## src/rtl/mmio_io_bridge.sv

```systemverilog
// MMIO peripheral behind the single-cycle datapath: output port, synchronized input port, 8N1 UART TX.
// Optional macro MMIO_TX_HOLD_EN adds a one-byte TX holding register for back-to-back frames.
module mmio_io_bridge #(
    parameter logic [31:0] IO_BASE      = 32'h0000_0100,
    parameter int          CLKS_PER_BIT = 434
) (
    input  logic        clk,
    input  logic        reset,
    input  logic [31:0] i_address,
    input  logic [31:0] i_write_data,
    input  logic        i_mem_write,
    input  logic        i_mem_read,
    output logic        o_sel,
    output logic [31:0] o_read_data,
    input  logic [7:0]  i_port_in,
    output logic [31:0] o_port_out,
    output logic        o_uart_tx
);

    // state | meaning
    // IDLE  | line high, ready for a new byte
    // START | start bit (low)
    // DATA  | eight data bits, LSB first
    // STOP  | stop bit (high), may chain into START
    localparam logic [1:0] IDLE  = 2'd0;
    localparam logic [1:0] START = 2'd1;
    localparam logic [1:0] DATA  = 2'd2;
    localparam logic [1:0] STOP  = 2'd3;

    localparam int            BW        = (CLKS_PER_BIT > 1) ? $clog2(CLKS_PER_BIT) : 1;
    localparam logic [BW-1:0] BAUD_LAST = BW'(CLKS_PER_BIT - 1);

    logic [31:0]   port_out_q;
    logic [7:0]    sync1_q, in_sync_q, prev_q;
    logic          chg_q, chg_d;
    logic [1:0]    state_q, state_d;
    logic [BW-1:0] baud_q, baud_d;
    logic [2:0]    bit_q, bit_d;
    logic [7:0]    shift_q, shift_d;
    logic          tx_q, tx_d;

    logic       hold_full;
    logic       next_ready;
    logic [7:0] next_byte;

    logic [1:0] off;
    logic       wr, wr_port, wr_tx, wr_stat;
    logic       busy, baud_done, stop_end;
    logic       unused_addr_bits;

    assign o_sel            = (i_address[31:4] == IO_BASE[31:4]);
    assign off              = i_address[3:2];
    assign unused_addr_bits = ^i_address[1:0];
    assign wr               = o_sel & i_mem_write;
    assign wr_port          = wr & (off == 2'd0);
    assign wr_tx            = wr & (off == 2'd2);
    assign wr_stat          = wr & (off == 2'd3);
    assign busy             = (state_q != IDLE);
    assign baud_done        = (baud_q == BAUD_LAST);
    assign stop_end         = (state_q == STOP) & baud_done;

`ifdef MMIO_TX_HOLD_EN
    logic [7:0] hold_q, hold_d;
    logic       hold_full_q, hold_full_d;

    // A store landing on the final stop cycle bypasses the holder and chains directly.
    assign next_ready = hold_full_q | wr_tx;
    assign next_byte  = hold_full_q ? hold_q : i_write_data[7:0];
    assign hold_full  = hold_full_q;

    always_comb begin
        hold_d      = hold_q;
        hold_full_d = hold_full_q;
        if (stop_end) begin
            hold_full_d = 1'b0;
        end else if (wr_tx & busy & ~hold_full_q) begin
            hold_d      = i_write_data[7:0];
            hold_full_d = 1'b1;
        end
    end

    always_ff @(posedge clk or posedge reset) begin
        if (reset) begin
            hold_q      <= 8'h00;
            hold_full_q <= 1'b0;
        end else begin
            hold_q      <= hold_d;
            hold_full_q <= hold_full_d;
        end
    end
`else
    assign next_ready = 1'b0;
    assign next_byte  = 8'h00;
    assign hold_full  = 1'b0;
`endif

    // Set beats a simultaneous write-1-to-clear so no edge is ever lost.
    assign chg_d = (in_sync_q != prev_q) | (chg_q & ~(wr_stat & i_write_data[1]));

    always_comb begin
        state_d = state_q;
        baud_d  = baud_q;
        bit_d   = bit_q;
        shift_d = shift_q;
        case (state_q)
            IDLE: begin
                if (wr_tx) begin
                    shift_d = i_write_data[7:0];
                    baud_d  = '0;
                    bit_d   = 3'd0;
                    state_d = START;
                end
            end
            START: begin
                if (baud_done) begin
                    baud_d  = '0;
                    state_d = DATA;
                end else begin
                    baud_d = baud_q + 1'b1;
                end
            end
            DATA: begin
                if (baud_done) begin
                    baud_d  = '0;
                    shift_d = {1'b0, shift_q[7:1]};
                    if (bit_q == 3'd7) begin
                        state_d = STOP;
                    end else begin
                        bit_d = bit_q + 3'd1;
                    end
                end else begin
                    baud_d = baud_q + 1'b1;
                end
            end
            STOP: begin
                if (baud_done) begin
                    baud_d = '0;
                    if (next_ready) begin
                        shift_d = next_byte;
                        bit_d   = 3'd0;
                        state_d = START;
                    end else begin
                        state_d = IDLE;
                    end
                end else begin
                    baud_d = baud_q + 1'b1;
                end
            end
            default: state_d = IDLE;
        endcase
    end

    always_comb begin
        case (state_d)
            START:   tx_d = 1'b0;
            DATA:    tx_d = shift_d[0];
            default: tx_d = 1'b1;
        endcase
    end

    always_ff @(posedge clk or posedge reset) begin
        if (reset) begin
            port_out_q <= 32'h0;
            sync1_q    <= 8'h00;
            in_sync_q  <= 8'h00;
            prev_q     <= 8'h00;
            chg_q      <= 1'b0;
            state_q    <= IDLE;
            baud_q     <= '0;
            bit_q      <= 3'd0;
            shift_q    <= 8'h00;
            tx_q       <= 1'b1;
        end else begin
            if (wr_port) begin
                port_out_q <= i_write_data;
            end
            sync1_q   <= i_port_in;
            in_sync_q <= sync1_q;
            prev_q    <= in_sync_q;
            chg_q     <= chg_d;
            state_q   <= state_d;
            baud_q    <= baud_d;
            bit_q     <= bit_d;
            shift_q   <= shift_d;
            tx_q      <= tx_d;
        end
    end

    always_comb begin
        o_read_data = 32'h0;
        if (o_sel & i_mem_read) begin
            case (off)
                2'd0:    o_read_data = port_out_q;
                2'd1:    o_read_data = {24'h0, in_sync_q};
                2'd2:    o_read_data = 32'h0;
                default: o_read_data = {29'h0, hold_full, chg_q, busy};
            endcase
        end
    end

    assign o_port_out = port_out_q;
    assign o_uart_tx  = tx_q;

endmodule

```

## config.mk

```make
export PLATFORM = sky130hd
export DESIGN_NAME = mmio_io_bridge
export DESIGN_NICKNAME = d
export VERILOG_FILES = /design/src/rtl/mmio_io_bridge.sv
export SDC_FILE = /design/constraint.sdc
export NUM_CORES = 1
export LEC_CHECK = 0
export ABC_AREA = 1
export CORE_MARGIN = 8
export CORE_UTILIZATION = 47
export DETAILED_ROUTE_END_ITERATION = 8
export PLACE_DENSITY_LB_ADDON = 0.3
export SLEW_MARGIN = 20
export SYNTH_ARGS = -nofsm -noshare
export SYNTH_HDL_FRONTEND = slang
export SYNTH_SLANG_ARGS = --single-unit
```

## constraint.sdc

```tcl
create_clock -name clk -period 6.6 [get_ports clk]
set_input_delay 0.99 -clock clk [delete_from_list [all_inputs] [get_ports clk]]
set_output_delay 0.99 -clock clk [all_outputs]
set_load 0.005 [all_outputs]
```

# After elaboration in Yosys (flattened, before gate mapping)
# Index checks and enable logic that the tools add are counted.
# word_totals
wordCells	63
output_inout_bits	66
inputBits	76
register_bits	80
# classes
n_reduce_logical	7
mux	19
eq_ne	15
bitwise	9
add_sub_neg	2
# op_table
cell	count
case mux 32 bit (3 select lines)	1
two-way mux 32 bit	1
equality test 28 x 5 -> 1 bit, second input constant	1
two-way mux 9 bit	2
case mux 9 bit (2 select lines)	1
two-way mux 8 bit	2
case mux 8 bit (2 select lines)	1
equality test 2 bit, second input constant	5
two-way mux 2 bit	5
adder 9 x 1 -> 9 bit, second input constant	1
equality test 9 bit, second input constant	1
two-way mux 3 bit	3
inequality test 8 bit	1
case mux 2 bit (4 select lines)	1
bitwise AND 1 bit	7
equality test 2 x 1 -> 1 bit, second input constant	3
inequality test 2 bit, second input constant	3
case mux 3 bit (2 select lines)	1
zero test 2 bit	2
AND reduction 4 bit	1
nonzero test 2 bit	2
adder 3 x 1 -> 3 bit, second input constant	1
equality test 3 bit, second input constant	1
AND reduction 3 bit	1
other kinds (4)	4

# Longest topological paths before layout
# logic_depth
depth_word	7
ltp_mapped	13
depth_no_buf	13

# Worst setup path before layout
# OpenSTA, ideal clock, no wires.
# synth_path
path_type	input -> output
start	in i_address[27]
end	out o_read_data[2]
path_stages	8
required_ns	5.610
path_buffers	1
arrival_ns	2.014
slack_ns	3.596
path_cell_list	nor2_1 nand2_1 nor2_1 nand2_1 nor2_4 nand2_1 clkbuf_1 a21oi_1
# synth_via
elab_chain_len	3
# synth_lines
item	line	source
start, declared	9	input logic [31:0] i_address,
equality test 28 x 5 -> 1 bit	51	assign o_sel = (i_address[31:4] == IO_BASE[31:4]);
net o_sel	13	output logic o_sel,
bitwise AND 1 bit	191	if (o_sel & i_mem_read) begin
two-way mux 32 bit	191	
end, declared	14	output logic [31:0] o_read_data,
# The timed path passes the listed nets, and every way through them passes these cells.

# Worst setup path after layout
# layout_path
start	in i_address[8]
end	out o_read_data[1]
# layout_via
elab_chain_len	3
# layout_lines
item	line
equality test 28 x 5 -> 1 bit	51
bitwise AND 1 bit	191
two-way mux 32 bit	191
# No other way between the ends.

==> metrics <==
post-synth top area share 53.52%; status completed; synth unique cells 30; synthesized cell area approximately 3700 um^2; Hold Path Class reg2reg; final non-filler cell total approximately 620; FF+latch count, synth 80; YS warnings 0; Total GRT Usage approximately 19%; sequential-to-total area share from yosys stat roughly 54%; clock sink count 80; final hold viol count 0; global-route wire length before repair 16.26 mm; CTS resizes 0; ant diodes 0; static leakage around 0.0024 uW; CP max stage delay 0.57 ns; CP max FO 32; hold buffers post-CTS 0; TNS Setup 0 ns; final setup fails 0; Int Pwr 727.0 uW; Util after Layout a little over two thirds; initial antenna violation count 0; Net Switching a little over 200 uW; Final Max Tran Viols 0; Die H roughly 100 um; max frequency roughly 0.22 GHz; CP startpoint kind input port; crit path kind in2out; CP Data Required Time around 5.6 ns; synth top area cells dfrtp_1 (54%), mux2_4 (10%), nand2_1 (9.7%); Layout area overhead 45.97%; initial core utilization approximately 48%; Core Box Area roughly 7700 um^2; Max VDD drop approximately 0.13 mV; sequential power share a little over half; Post-DP Area between 5000 and 6000 um^2; drt wl/cell 16.15 um; CTS max path bufs 2; layout cells sized above 1 10.38%; Post-Route WL about 10 mm; fill count between 500 and 600; Critical Path Sink Type output port; nets 595; Gate power share under 10%; first-pass iteration count of the detailed router 4; Core Rows 32; initial DRC count 91; post-CTS setup repair buffer count 0; max_cap viols 0; Syn Area/Cell roughly 10 um^2; CTS Root Cell clkbuf_8; Via-to-Cell Ratio 4.984; io pins between 100 and 150; detailed-route DRC error count 0; RSZ-0062 raised after global routing no; die area 10,950 um^2; switching fraction of total power 22.17%; Clk pwr share around two fifths; gpl congestion ~0.84; Slew headroom 49.46%; vias post-DR 3,100; largest net degree at the start of global routing 81; CTS Buf Count 9; Post-DP HPWL 7.412 mm; worst-path cell chain clkdlybuf4s50_1, inv_1, nor2_1, nand2_1, nor2_1, nand2_1, nor2_4, nand2_2, a31oi_1, clkdlybuf4s50_1; H-tree depth 3; insertion delay to the later sink of the worst-skew pair roughly 0.36 ns; Synth area leader dfrtp_1; Remaining Overflow, GRT 0; fin area approximately 5400 um^2; worst-margin pin slew 0.7553 ns; placed cells 605; syn nets ~450; Pwr Density roughly 170 nW/um^2; Antenna Nets Post-Route 0; Die Wd between 100 and 150 um; WP data arrival roughly 3.5 ns; period utilization 67.34%; CTS tree built; Clock Skew 0.005441 ns; CP max stage cell clkdlybuf4s50_1; Gate Count Post-Synth 372; vias in the first global route between 3,000 and 4,000; total power 934.0 uW; I/O Buffers about 140; Period minus WS final roughly 4.4 ns; Clk pin slew, worst setup/hold paths around 0.070 ns
## logic make-up (layout without fill, tap and decap cells)
kind of cell,Yosys count,after routing,share of synthesized area (%)
AOI/OAI and AO/OA,39,39,6.098
buffers and inverters,35,183,4.370
and+or+nand+nor,176,176,20.70
muxes,25,25,10.16
adders and majority gates,4,4,1.355
xor gates and xnor gates,13,13,3.083
DFF,80,80,54.23
## per-layer routing
layer	GRT usage, %	wire (um)	vias to the layer above
li1	-	-	1495
met1	21.85	4198	1472
met2	30.65	4873	117
met3	6.450	804	16
met4	6.932	170	0
met5	0	0	-
## Yosys cell counts
library cell and number:
nor3_1 4, nand3_1 12, buf_6 4, or2_2 1, dfstp_2 1, xor2_1 12
nand2_1 95, a21oi_1 8, o211ai_1 7, nor2_1 52, o31ai_1 1, inv_1 25
nor4_1 2, a31oi_1 1, dfrtp_1 79, clkbuf_1 6, nand2_4 1, o21ai_1 7
ha_1 4, nand4_1 3, nand3_4 2, mux2_4 25, nand4_4 1, nand3_2 1
o32ai_1 1, nor2_4 1, xnor2_1 1, and2_1 1, o22ai_1 4, o21ai_0 10
## through the flow
step / setup WS, ns / hold slack, ns
floorplan: 3.560 / 0.3312
global placement: 1.785 / 0.3315
detailed placement: 1.714 / 0.3355
CTS: 1.731 / 0.3536
global route: 1.912 / 0.3592
finish: 2.155 / 0.3524
## sequential cells by signal, summed over array words and instances, names as in the netlist
name and count:
o_port_out 32, shift_q 8, in_sync_q 8, chg_q 1, o_uart_tx 1, prev_q 8, bit_q 3, baud_q 9
sync1_q 8, state_q 2
## power groups by stage
stage | registers, uW | logic (uW) | clock network [uW]
2_1_floorplan | 510 | 20.3 | 0
3_3_place_gp | 511 | 70.4 | 0
3_5_place_dp | 511 | 71.7 | 0
4_1_cts | 501 | 72.0 | 370
5_1_grt | 502 | 79.9 | 391
6_report | 501 | 72.8 | 360
## cell usage in the layout (no fill, tap or decap), types with 2 or more instances in the layout
| cell type | instances |
|---|---|
| clkinv_2 | 3 |
| o21ai_1 | 7 |
| nand3_4 | 2 |
| a21oi_1 | 8 |
| nand4_1 | 3 |
| dfrtp_1 | 79 |
| nand3_1 | 12 |
| inv_1 | 24 |
| buf_4 | 2 |
| clkdlybuf4s50_1 | 139 |
| nor2_1 | 51 |
| mux2_4 | 25 |
| nor3_1 | 4 |
| o211ai_1 | 7 |
| xor2_1 | 12 |
| nand2_1 | 94 |
| o21ai_0 | 10 |
| ha_1 | 4 |
| clkbuf_8 | 10 |
| nor4_1 | 2 |
| o22ai_1 | 4 |
## final timing paths
path / cells after the start / slack [ns] / end / from
setup / recovery: 10 / 2.16 / o_read_data[1] / i_address[8]
hold / removal: 0 / 0.35 / in_sync_q[2] / sync1_q[2]
setup reg to reg: 3 / 4.75 / shift_q[5] / state_q[0]
min in group asynchronous: 3 / 1.02 / o_port_out[10] / reset
max in group asynchronous: 4 / 5.01 / prev_q[5] / reset
hold reg to reg: 0 / 0.35 / in_sync_q[2] / sync1_q[2]
## final cells by class
cell class	instances	area [um^2]	share of cell area (%)
inverters	25	95.09	1.764
clock buffers	11	141.4	2.622
clock inverters	5	56.30	1.044
multi-input cells	257	1534	28.45
flip-flops and latches	80	2003	37.15
well taps	102	127.6	2.367
repair buffers	142	1434	26.60
## critical path, delay by kind of cell
kind	cells	cell delay (ns)
compound gates	1	0.39
simple gates	6	1.01
buf+inv	3	1.06
No activity file was read; power rests on OpenSTA's default activity.
